### src/rtl/cacheline_burst_adaptor_pkg.sv
// Shared types and sizes for the cacheline-to-burst adaptor.
// Line and beat geometry, the adaptor state enum and the address alignment helper.
package cache_types;

    localparam int s_line   = 256;
    localparam int s_burst  = 64;
    localparam int s_beats  = s_line / s_burst;
    localparam int s_offset = 5;
    localparam int cnt_w    = $clog2(s_beats);

    typedef logic [s_burst-1:0] burst_t;
    typedef logic [s_line-1:0]  llc_cacheline;
    typedef logic [cnt_w-1:0]   beat_idx_t;

    typedef enum logic [1:0] {
        IDLE,
        READ,
        WRITE,
        DONE
    } adaptor_state_t;

    // Memory only sees line-aligned addresses; the offset bits are cleared.
    function automatic logic [31:0] line_align(input logic [31:0] addr);
        return {addr[31:s_offset], {s_offset{1'b0}}};
    endfunction

endpackage

### src/rtl/cacheline_burst_adaptor_beat_buffer.sv
// Beat storage for line fills plus a beat selector for writebacks.
// Fill beats are written by index; writeback beats are picked from the cache's line by index.
module burst_beat_buffer
    import cache_types::*;
(
    input  logic         clk,
    input  logic         rst,
    input  logic         wr_en,
    input  beat_idx_t    wr_idx,
    input  burst_t       wr_data,
    output llc_cacheline line_out,
    input  llc_cacheline rd_line,
    input  beat_idx_t    rd_idx,
    output burst_t       rd_beat
);

    logic [s_beats-1:0][s_burst-1:0] beats;
    logic [s_beats-1:0][s_burst-1:0] rd_view;

    // Beat k lives at line[k*s_burst +: s_burst], which is exactly packed element k.
    always_ff @(posedge clk or posedge rst) begin
        if (rst) begin
            beats <= '0;
        end else if (wr_en) begin
            beats[wr_idx] <= wr_data;
        end
    end

    assign line_out = beats;
    assign rd_view  = rd_line;
    assign rd_beat  = rd_view[rd_idx];

endmodule

### src/rtl/cacheline_burst_adaptor.sv
// Turns single 256-bit cache line requests into 4-beat 64-bit memory bursts.
// Optional ADAPTOR_PERF_CNT_EN adds rd_count/wr_count completed-burst counters.
module cacheline_burst_adaptor
    import cache_types::*;
(
    input  logic               clk,
    input  logic               rst,
    input  logic [31:0]        line_address,
    input  logic               line_read,
    input  logic               line_write,
    input  logic [s_line-1:0]  line_wdata,
    output logic [s_line-1:0]  line_rdata,
    output logic               line_resp,
    output logic [31:0]        burst_address,
    output logic               burst_read,
    output logic               burst_write,
    output logic [s_burst-1:0] burst_wdata,
    input  logic [s_burst-1:0] burst_rdata,
    input  logic               burst_resp
`ifdef ADAPTOR_PERF_CNT_EN
    ,
    output logic [31:0]        rd_count,
    output logic [31:0]        wr_count
`endif
);

    adaptor_state_t state, state_next;
    beat_idx_t      cnt, cnt_next;
    logic [31:0]    addr_q;
    logic           accept;
    logic           last_beat;
    burst_t         wr_beat;

    assign accept    = (state == IDLE) && (line_read || line_write);
    assign last_beat = (cnt == beat_idx_t'(s_beats - 1));

    always_ff @(posedge clk or posedge rst) begin
        if (rst) begin
            state  <= IDLE;
            cnt    <= '0;
            addr_q <= '0;
        end else begin
            state <= state_next;
            cnt   <= cnt_next;
            if (accept) begin
                addr_q <= line_align(line_address);
            end
        end
    end

    // Write wins over read; the counter only moves on a memory ack and wraps into DONE.
    always_comb begin
        state_next = state;
        cnt_next   = cnt;
        case (state)
            IDLE: begin
                if (line_write) begin
                    state_next = WRITE;
                end else if (line_read) begin
                    state_next = READ;
                end
            end
            READ, WRITE: begin
                if (burst_resp) begin
                    if (last_beat) begin
                        state_next = DONE;
                        cnt_next   = '0;
                    end else begin
                        cnt_next = cnt + beat_idx_t'(1);
                    end
                end
            end
            DONE: begin
                state_next = IDLE;
                cnt_next   = '0;
            end
            default: begin
                state_next = IDLE;
                cnt_next   = '0;
            end
        endcase
    end

    burst_beat_buffer u_beat_buffer (
        .clk      (clk),
        .rst      (rst),
        .wr_en    ((state == READ) && burst_resp),
        .wr_idx   (cnt),
        .wr_data  (burst_rdata),
        .line_out (line_rdata),
        .rd_line  (line_wdata),
        .rd_idx   (cnt),
        .rd_beat  (wr_beat)
    );

    assign burst_read    = (state == READ);
    assign burst_write   = (state == WRITE);
    assign line_resp     = (state == DONE);
    assign burst_address = addr_q;
    assign burst_wdata   = (state == WRITE) ? wr_beat : '0;

`ifdef ADAPTOR_PERF_CNT_EN
    logic op_is_write;

    // The DONE state is shared, so remember which kind of burst is finishing.
    always_ff @(posedge clk or posedge rst) begin
        if (rst) begin
            op_is_write <= 1'b0;
            rd_count    <= '0;
            wr_count    <= '0;
        end else begin
            if (accept) begin
                op_is_write <= line_write;
            end
            if (state == DONE) begin
                if (op_is_write) begin
                    wr_count <= wr_count + 32'd1;
                end else begin
                    rd_count <= rd_count + 32'd1;
                end
            end
        end
    end
`endif

endmodule
### config.mk
export PLATFORM = sky130hd
export DESIGN_NAME = cacheline_burst_adaptor
export DESIGN_NICKNAME = d
export VERILOG_FILES = /design/src/rtl/cacheline_burst_adaptor_pkg.sv /design/src/rtl/cacheline_burst_adaptor_beat_buffer.sv /design/src/rtl/cacheline_burst_adaptor.sv
export SDC_FILE = /design/constraint.sdc
export NUM_CORES = 1
export LEC_CHECK = 0
export CAP_MARGIN = 0
export CORE_AREA = 8 8 275 277
export DETAILED_ROUTE_END_ITERATION = 10
export DIE_AREA = 0 0 283 285
export PLACE_DENSITY = 0.51
export SYNTH_ARGS = -nofsm -noshare
export SYNTH_HDL_FRONTEND = slang
export SYNTH_SLANG_ARGS = --single-unit
### constraint.sdc
create_clock -name clk -period 8.55 [get_ports clk]
set_input_delay 0.855 -clock clk [delete_from_list [all_inputs] [get_ports clk]]
set_output_delay 0.855 -clock clk [all_outputs]
set_load 0.02 [all_outputs]
## Word-level counts from Yosys, hierarchy flattened

Cells that the tools add are included.

| storage, ports and cells | value |
|---|---|
| bits in registers | 287 |
| output and inout bits | 355 |

| cells by class | value |
|---|---|
| add/subtract/negate cells | 1 |
| $lt $le $gt $ge | 2 |
| equality and inequality tests | 7 |
| multiplexer cells | 14 |
| reductions and logical operators | 9 |

Operator list:

| cell | count |
|---|---|
| $bwmux 256 | 1 |
| $mux 64 | 3 |
| $bmux 64 s2 | 1 |
| $demux 64 s2 | 1 |
| $mux 2 | 6 |
| $eq 2x2->1 const B | 3 |
| $pmux 2 s3 | 1 |
| $ne 2x2->1 const B | 2 |
| $pmux 2 s2 | 1 |
| $logic_and 1x1->1 | 3 |
| $lt 2x3->1 const B | 1 |
| $ne 3x3->1 const B | 1 |
| $reduce_and 3->1 | 1 |
| $add 2x1->2 const B | 1 |
| $eq 2x1->1 const B | 1 |
| $ge 2x1->1 const B | 1 |
| $logic_not 2->1 | 1 |
| $reduce_and 2->1 | 1 |
| $reduce_bool 2->1 | 1 |
| $reduce_or 2->1 | 1 |
| $logic_or 1x1->1 | 1 |

## Longest topological paths before layout

| logic depth | value |
|---|---|
| word-level depth | 5 |
| depth in mapped cells | 7 |

## Modules after synthesis

From an unflattened synthesis, not the netlist that was laid out.

| second synthesis, totals | value |
|---|---|
| cell total of the unflattened synthesis | 785 |
| area total of the unflattened synthesis | 12,947.4 um^2 |

By module, submodules not included:

| module | instances | cells each | area an instance (um^2) | seq. area each (um^2) |
|---|---|---|---|---|
| burst_beat_buffer | 1 | 622 | 11,165.7 | 6,406.1 |
| cacheline_burst_adaptor | 1 | 163 | 1,781.7 | 775.7 |

## Least setup slack after synthesis

OpenSTA, ideal clock, no wires.

| timing | value |
|---|---|
| path kind | input port to output port |
| start point | input line_wdata[192] |
| end point | output burst_wdata[0] |
| data arrival time | 1.515 ns |
| slack | 6.180 ns |
| cell stages on the path | 2 |
| path through | mux4_2 and2_1 |

| on the way | value |
|---|---|
| word-level cells in the longest chain between the ends | 3 |

RTL lines:

| element | line | source |
|---|---|---|
| from (decl) | cacheline_burst_adaptor.sv:11 | `input logic [s_line-1:0] line_wdata,` |
| $bmux 64 s2 | cacheline_burst_adaptor_beat_buffer.sv:31 | `assign rd_beat = rd_view[rd_idx];` |
| $mux 64 (not written as such) | cacheline_burst_adaptor_beat_buffer.sv:31 |  |
| $mux 64 | cacheline_burst_adaptor.sv:100 | `assign burst_wdata = (state == WRITE) ? wr_beat : '0;` |
| to (decl) | cacheline_burst_adaptor.sv:17 | `output logic [s_burst-1:0] burst_wdata,` |

No other way between the ends. The select of a mux whose other input is x is not followed.

## Worst setup path after layout

| timing | value |
|---|---|
| start point | register cnt[0] |
| end point | output burst_wdata[47] |

| on the way | value |
|---|---|
| word-level cells in the longest chain between the ends | 3 |

RTL lines:

| element | line | source |
|---|---|---|
| from (decl) | cacheline_burst_adaptor.sv:28 | `beat_idx_t cnt, cnt_next;` |
| from (signal assigned) | cacheline_burst_adaptor.sv:44 | `cnt <= cnt_next;` |
| $bmux 64 s2 | cacheline_burst_adaptor_beat_buffer.sv:31 |  |
| $mux 64 (not written as such) | cacheline_burst_adaptor_beat_buffer.sv:31 |  |
| $mux 64 | cacheline_burst_adaptor.sv:100 |  |

No other way between the ends. The select of a mux whose other input is x is not followed.

==> metrics.md <==
| Metric | Value |
|---|---|
| Placed Instances | `between 2,000 and 2,500` |
| Starting DRC count in detailed routing | `between 300 and 400` |
| First-pass GRT wire length | `roughly 85,000 um` |
| Pleak | `just under 9 nW` |
| Ys Warns | `0` |
| Final RePlAce weighted congestion | `between 0.8 and 0.9` |
| DRC viols | `0` |
| CP endpoint kind | `output port` |
| Num CTS Buffers | `35` |
| Slew Limit Headroom | `between 20% and 30%` |
| Post-CTS Resized | `0` |
| Number of flops mapped to enable cells by yosys | `0` |
| Final Hold Viols | `0` |
| DR vias | `about 9,900` |
| Period utilisation layout | `between 50 and 60%` |
| Clk_lat worst skew | `between 0.5 and 0.6 ns` |
| Syn-to-layout area delta | `71.0%` |
| # H-tree levels | `2` |
| Most frequent cell after synthesis | `dfrtp_1` |
| Top cell type's share of synthesized area | `between 50% and 60%` |
| Final nets | `1,850` |
| Synth Instances | `~790` |
| Fin util | `a little under a third` |
| Comb power frac | `53.0%` |
| Max Buffers Root-to-Sink | `3` |
| Top post-synthesis cells by area | `dfrtp_1 (56%), mux2_2 (25%), mux4_2 (11%), and2_1 (3.1%), buf_2 (1.3%)` |
| Worst-path clk slew | `0.06 ns` |
| WL/cell | `~25 um` |
| Post-CTS Setup Bufs | `0` |
| Final instance area | `roughly 0.022 sq mm` |
| Int Power | `5.11 mW` |
| Max-slew violation count | `0` |
| Core box area | `approximately 0.071 sq mm` |
| Starting Density | `about 18%` |
| Buffers on Ports | `701` |
| Worst EP required | `slightly below 8 ns` |
| Post-synthesis async set-or-reset flop share | `100%` |
| Critical Path Fanout Max | `44` |
| RSZ-0062 raised after global routing | `false` |
| Final Non-Filler Cells | `approximately 2,500` |
| CP Class | `flop to output port` |
| GRT overflow | `0` |
| Sw Share | `37.2%` |
| Die ar. | `between 0.08 and 0.09 sq mm` |
| I/O pins | `just over 700` |
| Largest net degree at the start of global routing | `roughly 160` |
| Top FF cell, synth | `dfrtp_1` |
| Worst Tran Pin Value | `~1.2 ns` |
| Worst hold path class | `flop to flop` |
| Status | `finished clean` |
| Avg Cell Area, Syn | `between 15 and 20 sq um` |
| Drt first pass iters | `4` |
| Pre-CTS setup slack | `4.72 ns` |
| Layout cell share with drive strength beyond 1 | `between 20 and 30%` |
| CTS tree | `done` |
| # fillers | `a little over 7,000` |
| Peak VDD IR | `around 0.25 mV` |
| GR Util All Layers | `between 10% and 20%` |
| Achievable frequency | `about 0.23 GHz` |
| Clk root buf | `clkbuf_16` |
| Rows | `between 90 and 100` |
| Hold_buf cts | `0` |
| Initial antenna violation count | `24` |
| Clock Power Share | `17.5%` |
| Routed WL | `61,100 um` |
| Total Negative Setup Slacks | `0 ns` |
| Synth area leader | `dfrtp_1` |
| Commonest cells in the netlist | `dfrtp_1 (287), mux2_2 (284), and2_1 (64), mux4_2 (64), buf_2 (34)` |
| Antenna-violating nets left | `0` |
| Sequential Power Share | `between 20% and 30%` |
| Dpl hpwl | `48,600 um` |
| Placed Area | `0.0209 sq mm` |
| Critical Path AT | `around 3.5 ns` |
| Net switching power | `roughly 3 mW` |
| Clock sinks | `approximately 290` |
| Vias in the first global route | `between 10,000 and 15,000` |
| Overall power | `between 8 and 9 mW` |
| Via density | `4.00` |
| Register bit total from synthesis | `about 290` |
| Final Setup Violations | `0` |
| Post-synth cell types | `24` |
| Sequential-to-total area share from yosys stat | `55.9%` |
| Die width | `approximately 280 um` |
| Final min period | `4.32 ns` |
| Pwr Density | `371 mW/mm^2` |
| Cell area after synthesis | `~0.013 sq mm` |
| Worst setup SP type | `flop` |
| Max Clock Skew | `0.0242 ns` |
| PnR worst setup slack | `roughly 4.2 ns` |
| Die Height | `~290 um` |
| Hold Slack | `between 0.5 and 0.6 ns` |
| Max-cap viol count | `0` |
==> layout make-up <==
type                            instances  area (sq um)  share of cell area (%)
Antenna cell                            8          20.0                  0.0912
Clock buffer                           50           993                    4.52
Clock inverter                         10          96.3                   0.439
Inverter                                5          22.5                   0.103
Multi-Input combinational cell        445          5360                    24.4
Sequential cell                       287          7190                    32.7
Tap cell                              950          1190                    5.41
Timing Repair Buffer                  710          7100                    32.3
==> kinds of logic (layout without fill, tap and decap cells) <==
logic type	after synthesis	in the layout	share of synthesized area (%)
mux	351	351	36.4
other cells	1	13	0.0292
simple gates	74	74	3.70
fa+ha+maj	9	9	0.877
compound gates	6	6	0.302
buf+inv	59	775	2.82
flops	287	287	55.9
==> cells in the final DEF, fill, tap and decap left out, drive strengths merged <==
master	instances
bufinv	1
a22oi	1
nand3	4
and2	64
mux4	64
clkdlybuf4s50	701
dfrtp	287
mux2i	3
conb	5
nand4b	1
diode	8
clkinv	6
buf	9
nand2	2
nor2	1
nor4b	1
mux2	284
ha	9
inv	6
o21ai	4
clkinvlp	2
clkbuf	50
nor2b	1
o31ai	1
==> final timing paths <==
kind / start / endpoint / slack, ns / depth (start not counted)
min in group asynchronous: rst / burst_address[23]$_DFFE_PP0P_ / 0.98 / 3
worst min-delay path: u_beat_buffer.line_out[224]$_DFFE_PP0P_ / u_beat_buffer.line_out[224]$_DFFE_PP0P_ / 0.50 / 1
worst max-delay path: cnt[0]$_DFFE_PP0P_ / burst_wdata[47] / 4.23 / 4
worst max register to register: cnt[1]$_DFFE_PP0P_ / u_beat_buffer.line_out[17]$_DFFE_PP0P_ / 5.70 / 5
worst min register to register: u_beat_buffer.line_out[224]$_DFFE_PP0P_ / u_beat_buffer.line_out[224]$_DFFE_PP0P_ / 0.50 / 1
max in group asynchronous: rst / u_beat_buffer.line_out[198]$_DFFE_PP0P_ / 6.04 / 4
==> registers in the layout (all words and copies together) (netlist names) <==
name and flops:
u_beat_buffer.line_out 256, burst_address 27, cnt 2, state 2
==> routing by layer <==
metal  global-route usage [%]  part of all wire (%)
met1                     14.3                    34
met2                     26.6                    54
met5                        0                 0.034
met4                     5.94                   3.3
met3                     5.56                   9.0
==> worst max-delay path: stages, from the launching register on <==
cell and delay (ns):
dfrtp_4 0.72, buf_4 0.76, mux4_2 0.58, and2_1 0.16, clkdlybuf4s50_1 0.63
==> power groups by stage <==
stage,Sequential (mW),Clock (mW),Combinational [mW]
final,2.40,1.43,4.32
after global routing,2.49,1.55,4.53
after CTS,2.40,1.51,4.41
after detailed placement,2.42,0,4.39
after global placement,2.38,0,4.37
after floorplan,3.17,0,1.38
No activity file was read; power rests on OpenSTA's default activity.
